==> config.mk <==
export PLATFORM = sky130hd
export DESIGN_NAME = video_pixel_source
export DESIGN_NICKNAME = d
export VERILOG_FILES = /design/src/rtl/video_pixel_source.sv
export SDC_FILE = /design/constraint.sdc
export NUM_CORES = 1
export LEC_CHECK = 0
export ABC_CLOCK_PERIOD_IN_PS = 3250
export CORE_UTILIZATION = 54
export CTS_CLUSTER_DIAMETER = 100
export DETAILED_ROUTE_END_ITERATION = 16
export PLACE_DENSITY = 0.84
export SLEW_MARGIN = 20
export SYNTH_ARGS = -nofsm -noshare
export SYNTH_HDL_FRONTEND = slang
export SYNTH_SLANG_ARGS = --single-unit
==> constraint.sdc <==
create_clock -name clk -period 3.25 [get_ports clk]
set_input_delay 0.8125 -clock clk [delete_from_list [all_inputs] [get_ports clk]]
set_output_delay 0.8125 -clock clk [all_outputs]
set_load 0.03 [all_outputs]
==> src/rtl/video_pixel_source.sv <==
`default_nettype none
// ============================================================================
// video_pixel_source - raster timing generator with prefetched RGB pixel stream
// Rev 1.0
// ============================================================================
module video_pixel_source #(
    parameter int          H_DISP        = 640,
    parameter int          H_FRONT       = 16,
    parameter int          H_SYNC        = 96,
    parameter int          H_TOTAL       = 800,
    parameter int          V_DISP        = 480,
    parameter int          V_FRONT       = 10,
    parameter int          V_SYNC        = 2,
    parameter int          V_TOTAL       = 525,
    parameter int          FIFO_DEPTH    = 16,
    parameter int          ADDR_W        = 19,
    parameter logic [23:0] UNDERFLOW_RGB = 24'hFF00FF
) (
    input  logic              clk,
    input  logic              rst,
    output logic              rd_req,
    output logic [ADDR_W-1:0] rd_addr,
    input  logic              rd_ready,
    input  logic              rd_valid,
    input  logic [23:0]       rd_data,
    output logic [7:0]        red,
    output logic [7:0]        green,
    output logic [7:0]        blue,
    output logic              de,
    output logic              hsync,
    output logic              vsync,
    output logic              frame_start,
    output logic              underflow,
    input  logic              underflow_clr
);

    localparam int XW = $clog2(H_TOTAL + 1);
    localparam int YW = $clog2(V_TOTAL + 1);
    localparam int PW = $clog2(FIFO_DEPTH);
    localparam int CW = PW + 1;

    localparam logic [XW-1:0]     X_DISP    = XW'(H_DISP);
    localparam logic [XW-1:0]     X_HS_BEG  = XW'(H_DISP + H_FRONT);
    localparam logic [XW-1:0]     X_HS_END  = XW'(H_DISP + H_FRONT + H_SYNC);
    localparam logic [XW-1:0]     X_LAST    = XW'(H_TOTAL - 1);
    localparam logic [YW-1:0]     Y_DISP    = YW'(V_DISP);
    localparam logic [YW-1:0]     Y_VS_BEG  = YW'(V_DISP + V_FRONT);
    localparam logic [YW-1:0]     Y_VS_END  = YW'(V_DISP + V_FRONT + V_SYNC);
    localparam logic [YW-1:0]     Y_LAST    = YW'(V_TOTAL - 1);
    localparam logic [ADDR_W-1:0] LAST_ADDR = ADDR_W'(H_DISP * V_DISP - 1);
    localparam logic [CW:0]       DEPTH_LIM = (CW + 1)'(FIFO_DEPTH);

    typedef enum logic [1:0] {
        FETCH   = 2'd0,
        DRAIN   = 2'd1,
        WAIT_VB = 2'd2
    } state_t;

    state_t          r_state;
    logic [XW-1:0]   r_x;
    logic [YW-1:0]   r_y;
    logic [CW-1:0]   r_count;
    logic [CW-1:0]   r_outstanding;
    logic [PW-1:0]   r_wr_ptr;
    logic [PW-1:0]   r_rd_ptr;
    logic [23:0]     r_fifo [FIFO_DEPTH];
    logic [23:0]     r_rgb;

    state_t          w_state_n;
    logic            w_active;
    logic            w_accept;
    logic            w_beat;
    logic            w_push;
    logic            w_pop;
    logic            w_uf_event;
    logic            w_flush;
    logic [CW-1:0]   w_count_n;
    logic [CW-1:0]   w_outstanding_n;
    logic [ADDR_W-1:0] w_addr_n;
    logic [CW:0]     w_credit;

    assign red   = r_rgb[23:16];
    assign green = r_rgb[15:8];
    assign blue  = r_rgb[7:0];

    always_comb begin
        w_active   = (r_x < X_DISP) && (r_y < Y_DISP);
        w_accept   = rd_req && rd_ready;
        // A return beat with no credit outstanding is a protocol error and is dropped.
        w_beat     = rd_valid && (r_outstanding != '0);
        w_push     = w_beat && (r_state == FETCH);
        w_pop      = w_active && (r_state == FETCH) && (r_count != '0);
        w_uf_event = w_active && (r_state == FETCH) && (r_count == '0);

        w_state_n = r_state;
        w_flush   = 1'b0;
        case (r_state)
            FETCH:   if (w_uf_event) w_state_n = DRAIN;
            DRAIN:   if (r_outstanding == '0) w_state_n = WAIT_VB;
            WAIT_VB: if (r_y >= Y_DISP) begin
                         w_state_n = FETCH;
                         w_flush   = 1'b1;
                     end
            default: w_state_n = FETCH;
        endcase

        w_outstanding_n = r_outstanding;
        if (w_accept && !w_beat)
            w_outstanding_n = r_outstanding + 1'b1;
        else if (!w_accept && w_beat)
            w_outstanding_n = r_outstanding - 1'b1;

        w_count_n = r_count;
        if (w_flush)
            w_count_n = '0;
        else if (w_push && !w_pop)
            w_count_n = r_count + 1'b1;
        else if (!w_push && w_pop)
            w_count_n = r_count - 1'b1;

        w_addr_n = rd_addr;
        if (w_flush)
            w_addr_n = '0;
        else if (w_accept)
            w_addr_n = (rd_addr == LAST_ADDR) ? '0 : rd_addr + 1'b1;

        // Credit uses post-edge occupancy so an issued request always has a free slot.
        w_credit = {1'b0, w_count_n} + {1'b0, w_outstanding_n};
    end

    always_ff @(posedge clk or posedge rst) begin
        if (rst) begin
            r_state       <= FETCH;
            r_x           <= '0;
            r_y           <= '0;
            r_count       <= '0;
            r_outstanding <= '0;
            r_wr_ptr      <= '0;
            r_rd_ptr      <= '0;
            r_rgb         <= '0;
            rd_req        <= 1'b0;
            rd_addr       <= '0;
            de            <= 1'b0;
            hsync         <= 1'b0;
            vsync         <= 1'b0;
            frame_start   <= 1'b0;
            underflow     <= 1'b0;
        end else begin
            if (r_x == X_LAST) begin
                r_x <= '0;
                r_y <= (r_y == Y_LAST) ? '0 : r_y + 1'b1;
            end else begin
                r_x <= r_x + 1'b1;
            end

            r_state       <= w_state_n;
            r_count       <= w_count_n;
            r_outstanding <= w_outstanding_n;
            rd_addr       <= w_addr_n;
            rd_req        <= (r_state == FETCH) && (w_credit < DEPTH_LIM);

            if (w_flush) begin
                r_wr_ptr <= '0;
                r_rd_ptr <= '0;
            end else begin
                if (w_push) r_wr_ptr <= r_wr_ptr + 1'b1;
                if (w_pop)  r_rd_ptr <= r_rd_ptr + 1'b1;
            end

            de          <= w_active;
            hsync       <= (r_x >= X_HS_BEG) && (r_x < X_HS_END);
            vsync       <= (r_y >= Y_VS_BEG) && (r_y < Y_VS_END);
            frame_start <= (r_x == '0) && (r_y == '0);

            if (!w_active)
                r_rgb <= '0;
            else if (w_pop)
                r_rgb <= r_fifo[r_rd_ptr];
            else
                r_rgb <= UNDERFLOW_RGB;

            if (w_uf_event)
                underflow <= 1'b1;
            else if (underflow_clr)
                underflow <= 1'b0;
        end
    end

    always_ff @(posedge clk) begin
        if (w_push)
            r_fifo[r_wr_ptr] <= rd_data;
    end

endmodule
`default_nettype wire
Yosys cells after proc, flatten, opt, wreduce, memory -nomap -nowiden
Memories as Yosys holds them, arrays and structs flattened. Cells that the tools add are included.

Flip-flop bits (word level): 89. Bits in writable memories: 384. Input bits: 29. Output and inout bits: 49. Word-level logic and storage cells: 99. Memories kept: 1.

Memory list: r_fifo (depth 16, bits a word 24, read ports 1, clocked after Yosys merged registers in 0, write ports 1, RTL line 66) `logic [23:0] r_fifo [FIFO_DEPTH];`.

$add $sub $neg: 10. Magnitude comparators: 8. Equality and inequality tests: 8. Muxes and demuxes: 26. Reduce and logical (&&, ||, !) cells: 31.

Operator list (number): $mux 19 (3); $mux 24 (2); $mux 5 (5); $add 10x1->10 const B (2); $eq 10x10->1 const B (2); $ge 10x9->1 const B (2); $logic_not 10->1 (2); $lt 10x10->1 const B (2); $lt 10x9->1 const B (2); $mux 10 (2); $add 19x1->19 const B (1); $eq 19x19->1 const B (1); $mux 4 (4); $logic_and 1x1->1 (15); $add 5x1->5 const B (2); $ge 10x10->1 const B (1); $logic_not 5->1 (2); $reduce_bool 5->1 (2); $sub 5x1->5 const B (2); $add 4x1->4 const B (2); $reduce_bool 2->1 (4); $add 5x5->6 (1); $lt 6x5->1 const B (1); $mux 1 (6); 8 further kinds (15).

Depth between registers and ports, before layout
Gate-level depths: netlist of run 1.

Word-level depth: 11. Mapped depth: 12. Mapped depth without buffers: 11.

Worst setup path before layout of run 1
Ideal clock, no wire load.

Path kind: register -> register. From: reg r_outstanding[0]. To: mem r_fifo[3][0] (enable). Setup time: 0.435 ns. Arrival time: 3.139 ns. Required time: 2.815 ns. Setup slack: -0.324 ns. Cell stages (with the launch flop): 8. Path buffers: 1. Clock period less this slack: 3.574 ns. Path through: dfrtp_1 -> inv_1 -> ha_1 -> or4b_4 -> and3_2 -> clkbuf_1 -> nand2_1 -> nor3_1.

Longest elaborated chain between the ends: 5.

Ends and longest elaborated chain: start: declaration (RTL line 63) `logic [CW-1:0] r_outstanding;`; start signal: assignment (RTL line 158) `r_outstanding <= w_outstanding_n;`; $reduce_bool 5->1 (RTL line 90) `w_beat = rd_valid && (r_outstanding != '0);`; $logic_and 1x1->1 (RTL line 90); $logic_and 1x1->1 (RTL line 91) `w_push = w_beat && (r_state == FETCH);`; $mux 1 (RTL line 190) `if (w_push)`; $mux 1 (not written as such) (RTL line 191) `r_fifo[r_wr_ptr] <= rd_data;`; end: declaration (RTL line 66).

No other way between the ends.

Worst setup path in the final report of run 1
From: reg r_outstanding[0]. To: reg rd_req.

Longest elaborated chain between the ends: 11. Elaborated cells between the ends (all ways): 19. Classes of those cells: add/sub (3); order compare (1); mux (5); reduce/logical (10).

Ends and longest elaborated chain: $reduce_bool 5->1 * (RTL line 90); $logic_and 1x1->1 * (RTL line 90); $logic_and 1x1->1 * (RTL line 91); $logic_not 1->1 (RTL line 118) `else if (!w_push && w_pop)`; $logic_and 1x1->1 (RTL line 118); $mux 5 (RTL line 118); $mux 5 * (RTL line 116) `else if (w_push && !w_pop)`; $mux 5 * (RTL line 114) `if (w_flush)`; net w_count_n[4] (RTL line 77) `logic [CW-1:0] w_count_n;`; $add 5x5->6 * (RTL line 128) `w_credit = {1'b0, w_count_n} + {1'b0, w_outstanding_n};`; $lt 6x5->1 * (RTL line 160) `rd_req <= (r_state == FETCH) && (w_credit < DEPTH_LIM);`; $logic_and 1x1->1 * (RTL line 160); end signal: assignment (RTL line 160); end: declaration (RTL line 21) `output logic rd_req,`.

Mark *: on every way through the listed nets, which the timed path passes. The rest lies on a longest branch. A chain may end at the register's enable or synchronous reset.

==> out/qor.yml, run 1 <==
postSynthCellCount: 987
path_max_fanout: 5
yosys_warnings: 0
rsz0062_at_grt: "true"
period_share_pct: 98.0
drt-initial-drc-count: 879
fin_nets: 1182
clock_latency_ns: 0.59
drt-wirelength-per-cell_um: 25.1
top_level_ports: 78
firstDrtPassIters: 5
synth_largest_area_cell: "edfxtp_1"
status: "completed"
postRouteAntennaNets: 0
timing.critical_path.required_ns: 3.74
end_kind: "register"
clk_pin_slew_ns: 0.07
crit_path_start_kind: "register"
core_mm2: 0.0339
period_minus_slack_ns: 3.19
crit_path_top_delay_cell: "or4b_4"
ys_async_sr_fraction_pct: 18.8
worst_ep_arrival_time_ns: 3.68
clockRootBuffer: "clkbuf_16"
ys_ff_latch: 473
fmax_ghz: 0.314
cts_tree: "built"
h-tree-depth: 2
hold_class: "reg -> reg"
clkSinkCount: 473
n_antenna_cell: 0
min_to: "r_x[0]"
die_h_um: 188
place_inst: 1532
syn_area_mm2: 0.0187
synth_most_common_cell: "edfxtp_1"
worstRegToRegCells: 11
initial_utilization_pct: 55.3
final_max_slew_viol_count: 0
cts.path.max_buffers: 3
hold_viol: 0
area_growth_pct: 18.4
syn_avg_cell_area_um2: 19.0
worstReg2RegStart: "r_outstanding[0]"
portBuffers: 77
skew_ns: 0.0444
wirelength_um: 40700
overflow: 0
ir_drop_uv: 525
drc: 0
syn-num-nets: 1036
relSlewSlack_pct: 31.8
viasPerCell: 6.22
rows: 67
synth_top_area_share_pct: 61.5
dp_hpwl_um: 23700
vias: 10100
min-delay-start: "r_x[0]"
cts_inserted_buffers: 46
grt_max_degree: 40
tightestPinTransition_ns: 1.02
cp_cell_sequence: "inv_2, ha_4, or4b_4, and2_4, or3_4, o32ai_4, mux2i_1, ha_1, or4_1, a21oi_1, o31a_1"
grt_pass1_wl_um: 61300
max_stage_delay_ns: 0.49
worstSetupPathType: "reg -> reg"
hold_ws_ns: 0.494
synth_ff_type: "edfxtp_1"
setup_violations: 0
synth_edf_count: 384
seq_area_frac_synth_pct: 73.4
cp_top_family: "simple AND/OR/NAND/NOR gates"
die_w_um: 188
track_usage_pct: 23.5
synth_common_cells: "edfxtp_1 (384), mux4_2 (104), dfrtp_1 (89), nor2_1 (53), nand2_1 (42)"
fin_cells: 1619
gp_congestion: 0.845
power_leakage_nw: 7.61
grt_pass1_vias: 10200
powerDensity_mw_per_mm2: 852
drive_above_1_share_pct: 22.8
min_path_cells: 1
rrSetupSlack_ns: 0.06
ys_types: 57
synth_area_leaders: "edfxtp_1 (62%), mux4_2 (12%), dfrtp_1 (12%), mux2i_1 (2.0%), ha_1 (1.3%)"
reg2reg_to: "rd_req"
cp_num_buf_inv: 1
antenna_found_initial: 0
die_area_mm2: 0.0355
drv_cap: 0
-- where the power goes --
| part | internal [W] | leakage, nW | total (W) | switching, W |
|---|---|---|---|---|
| logic | 0.00267 | 2.30 | 0.00552 | 0.00285 |
| clock network | 0.00308 | 0.746 | 0.00538 | 0.00229 |
| registers | 0.00734 | 4.56 | 0.00801 | 0.000669 |
-- layer usage --
layer	track usage (%)	part of all wire, %	routed length (µm)	vias to the layer above
met1	31.5	40	16100	5274
met3	4.36	6.7	2740	96
met4	9.12	3.2	1280	0
met2	38.5	50	20500	455
li1	-	-	-	4247
met5	0	0	0	-
-- flip-flops by register name, indices dropped and copies added, names as in the netlist --
register / count
r_fifo: 384
r_rgb: 24
rd_addr: 19
r_x: 10
r_y: 10
r_count: 5
r_outstanding: 5
r_rd_ptr: 4
r_wr_ptr: 4
r_state: 2
de: 1
frame_start: 1
hsync: 1
rd_req: 1
underflow: 1
vsync: 1
-- cell usage in the layout, fill, tap and decap left out, types with 3 or more instances in the layout --
cell / count
edfxtp_1: 384
bufinv_16: 3
inv_1: 12
and3_1: 6
or4_1: 3
a21oi_1: 12
dfrtp_1: 86
nand4_1: 12
clkdlybuf4s50_1: 77
nand3b_1: 3
o21ai_1: 3
mux2i_1: 37
nor4_1: 5
buf_4: 54
nor3_1: 11
ha_1: 19
buf_12: 10
and4_1: 3
clkbuf_16: 46
and2_1: 11
mux4_2: 104
clkbuf_1: 19
nand2_1: 42
or3_1: 4
o21ai_0: 9
clkbuf_8: 7
xnor2_1: 17
nor2_4: 10
nand3_1: 20
nand2b_1: 7
nor2_1: 41
a221oi_1: 16
xor2_1: 20
-- area by class of cell --
type / count / area [µm²]
well taps: 448 / 561
inverters: 15 / 58.8
multi-input cells: 456 / 4890
repair buffers: 141 / 1380
clock inverters: 14 / 229
clock buffers: 72 / 1320
flip-flops and latches: 473 / 13800
fillers: 2181 / 11700
-- cell families after synthesis --
| group | share of synthesized area, % |
|---|---|
| DFF | 73.4 |
| and+or+nand+nor | 5.35 |
| muxes | 14.5 |
| AOI/OAI and AO/OA | 2.33 |
| buffers and inverters | 1.33 |
| xor gates and xnor gates | 1.73 |
| adders and majority gates | 1.33 |
-- how the worst max path moves through the flow --
stage	end	start	slack [ns]	cells past startpoint
after floorplan	r_fifo[1][0]	r_outstanding[0]	-0.29	7
after global placement	rd_req	rd_valid	-0.07	9
after detailed placement	rd_req	rd_valid	-0.06	9
after CTS	rd_req	r_outstanding[0]	0.009	11
after global routing	rd_req	r_outstanding[0]	-0.03	11
final	rd_req	r_outstanding[0]	0.06	11
-- metrics by stage --
step	utilization, %	instance area [µm²]	total power (W)	TNS, ns	setup WS [ns]
2_1_floorplan	-	18800	0.0116	-13.86	-0.289
3_3_place_gp	60.8	20600	0.0134	-0.0734	-0.0734
3_5_place_dp	60.8	20600	0.0136	-0.0632	-0.0632
4_1_cts	65.4	22200	0.0190	0	0.00858
5_1_grt	65.5	22200	0.0196	-0.0251	-0.0251
6_report	65.5	22200	0.0189	0	0.0634
-- repair_timing --
| action | CTS | global route |
|---|---|---|
| hold buffers | 0 | 0 |
| gates resized for setup | 0 | 6 |
| buffers inserted | 0 | 1 |
| endpoints found under the setup margin | 0 | 1 |
No activity file was read; power rests on OpenSTA's default activity.
==> inputs of run 2 (changes only) <==
Settings changed: CORE_UTILIZATION 54 to 55, CTS_BUF_LIST from default to sky130_fd_sc_hd__clkbuf_8, PLACE_DENSITY 0.84 to 0.8.
==> run 2 against run 1 <==
  * Sequential power shrank 0.7%
  * Routed wire length shrank 4.9%
  * Maximum frequency grew 1.3%
  * Critical endpoint unchanged
==> out/qor.yml, run 2 (synthesis gave the netlist of run 1 again) <==
fin_nets: 1209  # +2.3%
firstDrtPassIters: 8  # +3
seqCellArea_mm2: 0.0138  # unchanged
p_seq_share_pct: 43.3  # +0.9 points
portBuffers: 77  # unchanged
final.fill_count: 2162  # -0.87%
hold_class: "reg -> reg"
ir_drop_uv: 521  # -0.65%
largest-register: "r_fifo"
end_kind: "register"
postRouteAntennaNets: 0  # unchanged
postPlaceCellArea_mm2: 0.0206  # about the same
fin_ws_ns: 0.105  # +0.0416 ns
tightestPinTransition_ns: 1.13  # +0.104 ns
fmax_ghz: 0.318  # +1.3%
die_area_mm2: 0.0348  # -1.8%
finish.instance_area_mm2: 0.0221  # -0.35%
crit_path_start_kind: "register"
h-tree-depth: 3  # +1
reg2reg_to: "rd_req"
worstSetupPathType: "reg -> reg"
status: "completed"
p_switching_w: 0.00565  # -2.7%
relSlewSlack_pct: 24.9  # -6.9 points
largest_reg_flops: 384  # unchanged
timing.critical_path.required_ns: 3.79  # +0.05 ns
final_max_slew_viol_count: 0  # unchanged
period_minus_slack_ns: 3.14  # -0.0416 ns
period_share_pct: 96.8  # -1.3 points
die_h_um: 187  # -0.90%
final_common_cell: "edfxtp_1"
cts.path.max_buffers: 3  # unchanged
setup_tns_ns: 0  # unchanged
overflow: 0  # unchanged
startpoint: "r_outstanding[0]"
hold_ws_ns: 0.488  # -0.00672 ns
cts_tree: "built"
rows: 67  # unchanged
drive_above_1_share_pct: 24.6  # +1.8 points
n_antenna_cell: 0  # unchanged
grt_max_degree: 45  # +13%
top_level_ports: 78  # unchanged
cts_inserted_buffers: 75  # +63%
rrSetupSlack_ns: 0.11  # +0.04 ns
clkSinkCount: 473  # unchanged
area_growth_pct: 18.0
clk_pin_slew_ns: 0.06  # about the same
clockPowerShare_pct: 26.8  # -1.6 points
core_mm2: 0.0335  # -0.99%
path_max_fanout: 2  # -3
track_usage_pct: 23.0  # -0.50 points
dp_slack_ns: -0.0965  # -0.0333 ns
cp-endpoint: "rd_req"
die_w_um: 187  # -0.90%
gp_congestion: 0.834  # -1.2%
min_path_cells: 1  # unchanged
initial_utilization_pct: 55.9  # +0.55 points
wirelength_um: 38600  # -4.9%
worstRegToRegCells: 11  # unchanged
setup_violations: 0  # unchanged
grt_pass1_vias: 10300  # +1.0%
dp_hpwl_um: 22500  # -5.0%
comb_power_share_pct: 30.0  # +0.8 points
intPower_w: 0.0127  # -2.9%
drt-wirelength-per-cell_um: 23.2  # -7.7%
powerDensity_mw_per_mm2: 831  # -2.5%
power_leakage_nw: 7.71  # +1.4%
hold_viol: 0  # unchanged
drc: 0  # unchanged
total_power_w: 0.0184  # -2.8%
worstReg2RegStart: "r_outstanding[0]"
antenna_found_initial: 1  # +1
drt-initial-drc-count: 767  # -13%
vias: 9936  # -1.4%
mostFrequentLayoutCells: "edfxtp_1 (384), mux4_2 (104), dfrtp_1 (86)"
clockRootBuffer: "clkbuf_8"
viasPerCell: 5.96  # -4.2%
grt_pass1_wl_um: 59600  # -2.8%
skew_ns: 0.0185  # -0.0259 ns
worst_ep_arrival_time_ns: 3.68  # about the same
swShare_pct: 30.8  # about the same
largestRegisters: "r_fifo: 384 flops, r_rgb: 24 flops, rd_addr: 19 flops"
rsz0062_at_grt: "true"
drv_cap: 0  # unchanged
clock_latency_ns: 0.61  # +0.02 ns
multi_input_area_mm2: 0.00489  # +0.10%
[run 2: changes by cell type in the layout (fill, tap and decap cells not counted), moves of 8 or more]
| cell | previous run | this run |
|---|---|---|
| clkbuf_8 | 7 | 84 |
| clkbuf_16 | 46 | 0 |
| inv_1 | 12 | 37 |
| clkbuf_1 | 19 | 0 |
| clkinv_1 | 1 | 12 |
| clkinv_2 | 2 | 10 |
[run 2: repair_timing]
| item | CTS | global route |
|---|---|---|
| endpoints found under the setup margin | 0 | 1 |
| hold buffers | 0 | 0 |
| buffers inserted | 0 | 2 |
| resized for setup | 0 | 6 |
[run 2: layer usage]
| metal | share of wire (%) | up-vias | routed length (µm) | track usage (%) |
|---|---|---|---|---|
| li1 | - | 4308 | - | - |
| met3 | 7.4 | 70 | 2870 | 5.42 |
| met2 | 50 | 399 | 19100 | 36.5 |
| met4 | 2.2 | 4 | 836 | 8.23 |
| met5 | 0.10 | - | 40 | 0.687 |
| met1 | 41 | 5155 | 15800 | 31.5 |
[run 2: worst min-delay path by stage]
stage           start  endpoint  slack, ns
2_1_floorplan  r_x[0]    r_x[0]       0.45
3_3_place_gp   r_x[0]    r_x[0]       0.47
3_5_place_dp   r_x[0]    r_x[0]       0.48
4_1_cts        r_x[0]    r_x[0]       0.49
5_1_grt        r_x[0]    r_x[0]       0.51
6_report       r_x[0]    r_x[0]       0.49
[run 2: stage by stage]
stage          util (%)  std cells
6_report           66.0       1668
3_5_place_dp       61.4       1529
5_1_grt            66.0       1668
3_3_place_gp       61.4       1529
4_1_cts            65.8       1666
2_1_floorplan         -        987
[run 2: layout make-up]
| type | instances | area share (%) |
|---|---|---|
| flip-flops and latches | 473 | 62.2 |
| repair buffers | 139 | 6.15 |
| well taps | 448 | 2.53 |
| clock inverters | 53 | 1.47 |
| inverters | 15 | 0.266 |
| clock buffers | 84 | 5.23 |
| multi-input cells | 456 | 22.1 |
[run 2: critical path, stage by stage, from the launching register on]
cell     delay [ns]
dfrtp_1        0.38
inv_2          0.06
ha_1           0.13
or4b_4         0.47
and2_4         0.18
or3_4          0.34
o32ai_4        0.22
mux2i_1        0.26
ha_1           0.27
or4_4          0.52
a21oi_2        0.11
o31a_1         0.14
[run 2: power by group through the flow]
stage / sequential (W) / clock, W / combinational (W)
CTS: 0.00795 / 0.00502 / 0.00547
global placement: 0.00801 / 0 / 0.00534
floorplan: 0.00803 / 0 / 0.00354
finish: 0.00795 / 0.00492 / 0.00550
detailed placement: 0.00806 / 0 / 0.00544
global route: 0.00802 / 0.00529 / 0.00590
==> inputs of run 3 (changes only) <==
Settings changed: CORE_UTILIZATION 55 to 46, PLACE_DENSITY 0.8 to 0.7.
==> run 3 against run 2 <==
  * Clock skew up 0.014 ns
  * Maximum frequency up 0.90%
  * Cell area up 0.91%
  * Register-to-register slack better by 0.03 ns
  * Hold slack worse by 0.0049 ns
  * Power up 0.35%
  * Critical path depth up 1
  * Setup slack better by 0.028 ns
  * Largest cell class unchanged
  * Combinational power about the same
  * Sequential share of layout area down 0.56 points
  * Non-clock buffer count up 3
  * Largest power group unchanged
  * Cell count up 4.9%
==> out/qor.yml, run 3 (synthesis gave the netlist of run 1 again) <==
status: "completed"
final_common_cell: "edfxtp_1"
wirelength_um: 39000  # +0.91%
drc: 0  # unchanged
powerDensity_mw_per_mm2: 826  # -0.55%
skew_ns: 0.0328  # +0.0143 ns
final.fill_count: 3100  # +43%
postPlaceCellArea_mm2: 0.0208  # +0.92%
rsz0062_at_grt: "false"
period_share_pct: 95.9  # -0.86 points
hold_class: "reg -> reg"
top_level_ports: 78  # unchanged
core_mm2: 0.0400  # +19%
cts.path.max_buffers: 3  # unchanged
gp_congestion: 0.802  # -3.8%
grt_pass1_vias: 10100  # -2.2%
largestRegisters: "r_fifo: 384 flops, r_rgb: 24 flops, rd_addr: 19 flops"
drv_cap: 0  # unchanged
initial_utilization_pct: 46.9  # -9.0 points
overflow: 0  # unchanged
grtUsageMet1_pct: 26.8  # -4.6 points
area_growth_pct: 19.1
fmax_ghz: 0.321  # +0.90%
hold_viol: 0  # unchanged
mostFrequentLayoutCells: "edfxtp_1 (384), mux4_2 (104), clkbuf_8 (90)"
tightestPinTransition_ns: 1.02  # -0.104 ns
dp_slack_ns: -0.0910  # +0.00554 ns
drt-wirelength-per-cell_um: 22.3  # -3.8%
clkSinkCount: 473  # unchanged
h-tree-depth: 3  # unchanged
finish.instance_area_mm2: 0.0223  # +0.91%
drt-initial-drc-count: 920  # +20%
ir_drop_uv: 448  # -14%
clock_latency_ns: 0.63  # +0.02 ns
firstDrtPassIters: 5  # -3
postRouteAntennaNets: 0  # unchanged
final_max_slew_viol_count: 0  # unchanged
cts_inserted_buffers: 76  # +1.3%
clockRootBuffer: "clkbuf_8"
antenna_found_initial: 1  # unchanged
fin_nets: 1213  # +0.33%
gr-usage-met3_pct: 3.67  # -1.7 points
power_leakage_nw: 7.74  # +0.38%
portBuffers: 77  # unchanged
die_w_um: 204  # +9.2%
rows: 73  # +9.0%
crit_path_start_kind: "register"
grt_max_degree: 49  # +8.9%
grt_pass1_wl_um: 59400  # -0.38%
use_met2_pct: 31.1  # -5.4 points
drive_above_1_share_pct: 25.2  # +0.63 points
cts_tree: "built"
largest_reg_flops: 384  # unchanged
worst_ep_arrival_time_ns: 3.66  # -0.02 ns
n_antenna_cell: 0  # unchanged
hold_buffers: 0  # unchanged
grt-busiest-layer: "met2"
timing.critical_path.required_ns: 3.80  # about the same
clk_pin_slew_ns: 0.06  # about the same
die_h_um: 204  # +9.2%
relSlewSlack_pct: 31.7  # +6.8 points
track_usage_pct: 19.3  # -3.7 points
path_max_fanout: 2  # unchanged
dp_hpwl_um: 22900  # +1.9%
fin_ws_ns: 0.133  # +0.0280 ns
vias: 9800  # -1.4%
largest-register: "r_fifo"
worstSetupPathType: "reg -> reg"
setup_violations: 0  # unchanged
end_kind: "register"
period_minus_slack_ns: 3.12  # -0.0280 ns
die_area_mm2: 0.0416  # +19%
viasPerCell: 5.60  # -6.0%
==> run 3: changes by cell type in the layout (fill, tap and decap cells not counted), sizes merged <==
cell | before | now
buf | 62 | 65
bufinv | 4 | 1
clkbuf | 84 | 90
clkinv | 22 | 21
clkinvlp | 2 | 1
inv | 40 | 41
==> run 3: path summary, 6_finish.rpt <==
| check | from | endpoint | slack [ns] | cells after the start |
|---|---|---|---|---|
| worst max-delay path | r_outstanding[0] | rd_req | 0.13 | 12 |
| worst min-delay path | r_x[0] | r_x[0] | 0.48 | 1 |
| worst max register to register | r_outstanding[0] | rd_req | 0.13 | 12 |
| worst min register to register | r_x[0] | r_x[0] | 0.48 | 1 |
| max in group asynchronous | rst | rd_addr[11] | 2.00 | 3 |
| min in group asynchronous | rst | r_rgb[10] | 0.59 | 2 |
==> run 3: cell type report <==
type	instances	area (µm²)	share of cell area, %
Multi-Input combinational cell	456	4890	21.9
Clock inverter	49	260	1.17
Sequential cell	473	13800	61.7
Clock buffer	90	1240	5.55
Timing Repair Buffer	142	1450	6.48
Inverter	15	58.8	0.263
Tap cell	525	657	2.94
==> run 3: worst max-delay path: stages, from the launching register on <==
cell and delay (ns):
dfrtp_1 0.38, inv_2 0.09, ha_4 0.13, or4b_4 0.45, and2_4 0.15, or3_4 0.34
buf_4 0.15, o32ai_2 0.22, mux2i_1 0.14, ha_1 0.22, or4_4 0.54, a21oi_2 0.11
o31a_1 0.13
==> run 3: where the power goes <==
part	switching, W	total, W	internal, W
combinational	0.00280	0.00553	0.00273
sequential	0.000625	0.00796	0.00734
clock	0.00231	0.00494	0.00262
total	0.00574	0.0184	0.0127
==> run 3: repair_timing <==
item | 4_1_cts | 5_1_grt
gates resized for setup | 0 | 7
setup buffers | 0 | 1
endpoints found under the setup margin | 0 | 1
==> run 3: stage by stage <==
| step | setup TNS, ns | total power (W) | util (%) | hold slack, ns | instances |
|---|---|---|---|---|---|
| 3_5_place_dp | -0.0910 | 0.0136 | 51.9 | 0.481 | 1610 |
| 3_3_place_gp | -0.0831 | 0.0135 | 51.9 | 0.469 | 1610 |
| 5_1_grt | 0 | 0.0193 | 55.8 | 0.505 | 1750 |
| 4_1_cts | 0 | 0.0186 | 55.7 | 0.487 | 1749 |
| 6_report | 0 | 0.0184 | 55.8 | 0.483 | 1750 |
| 2_1_floorplan | -13.86 | 0.0116 | - | 0.455 | 987 |
==> run 3: layer usage <==
metal	vias up	wire length, µm
met5	-	11
met4	2	799
met3	68	2100
met2	268	19300
met1	5138	16800
li1	4324	-
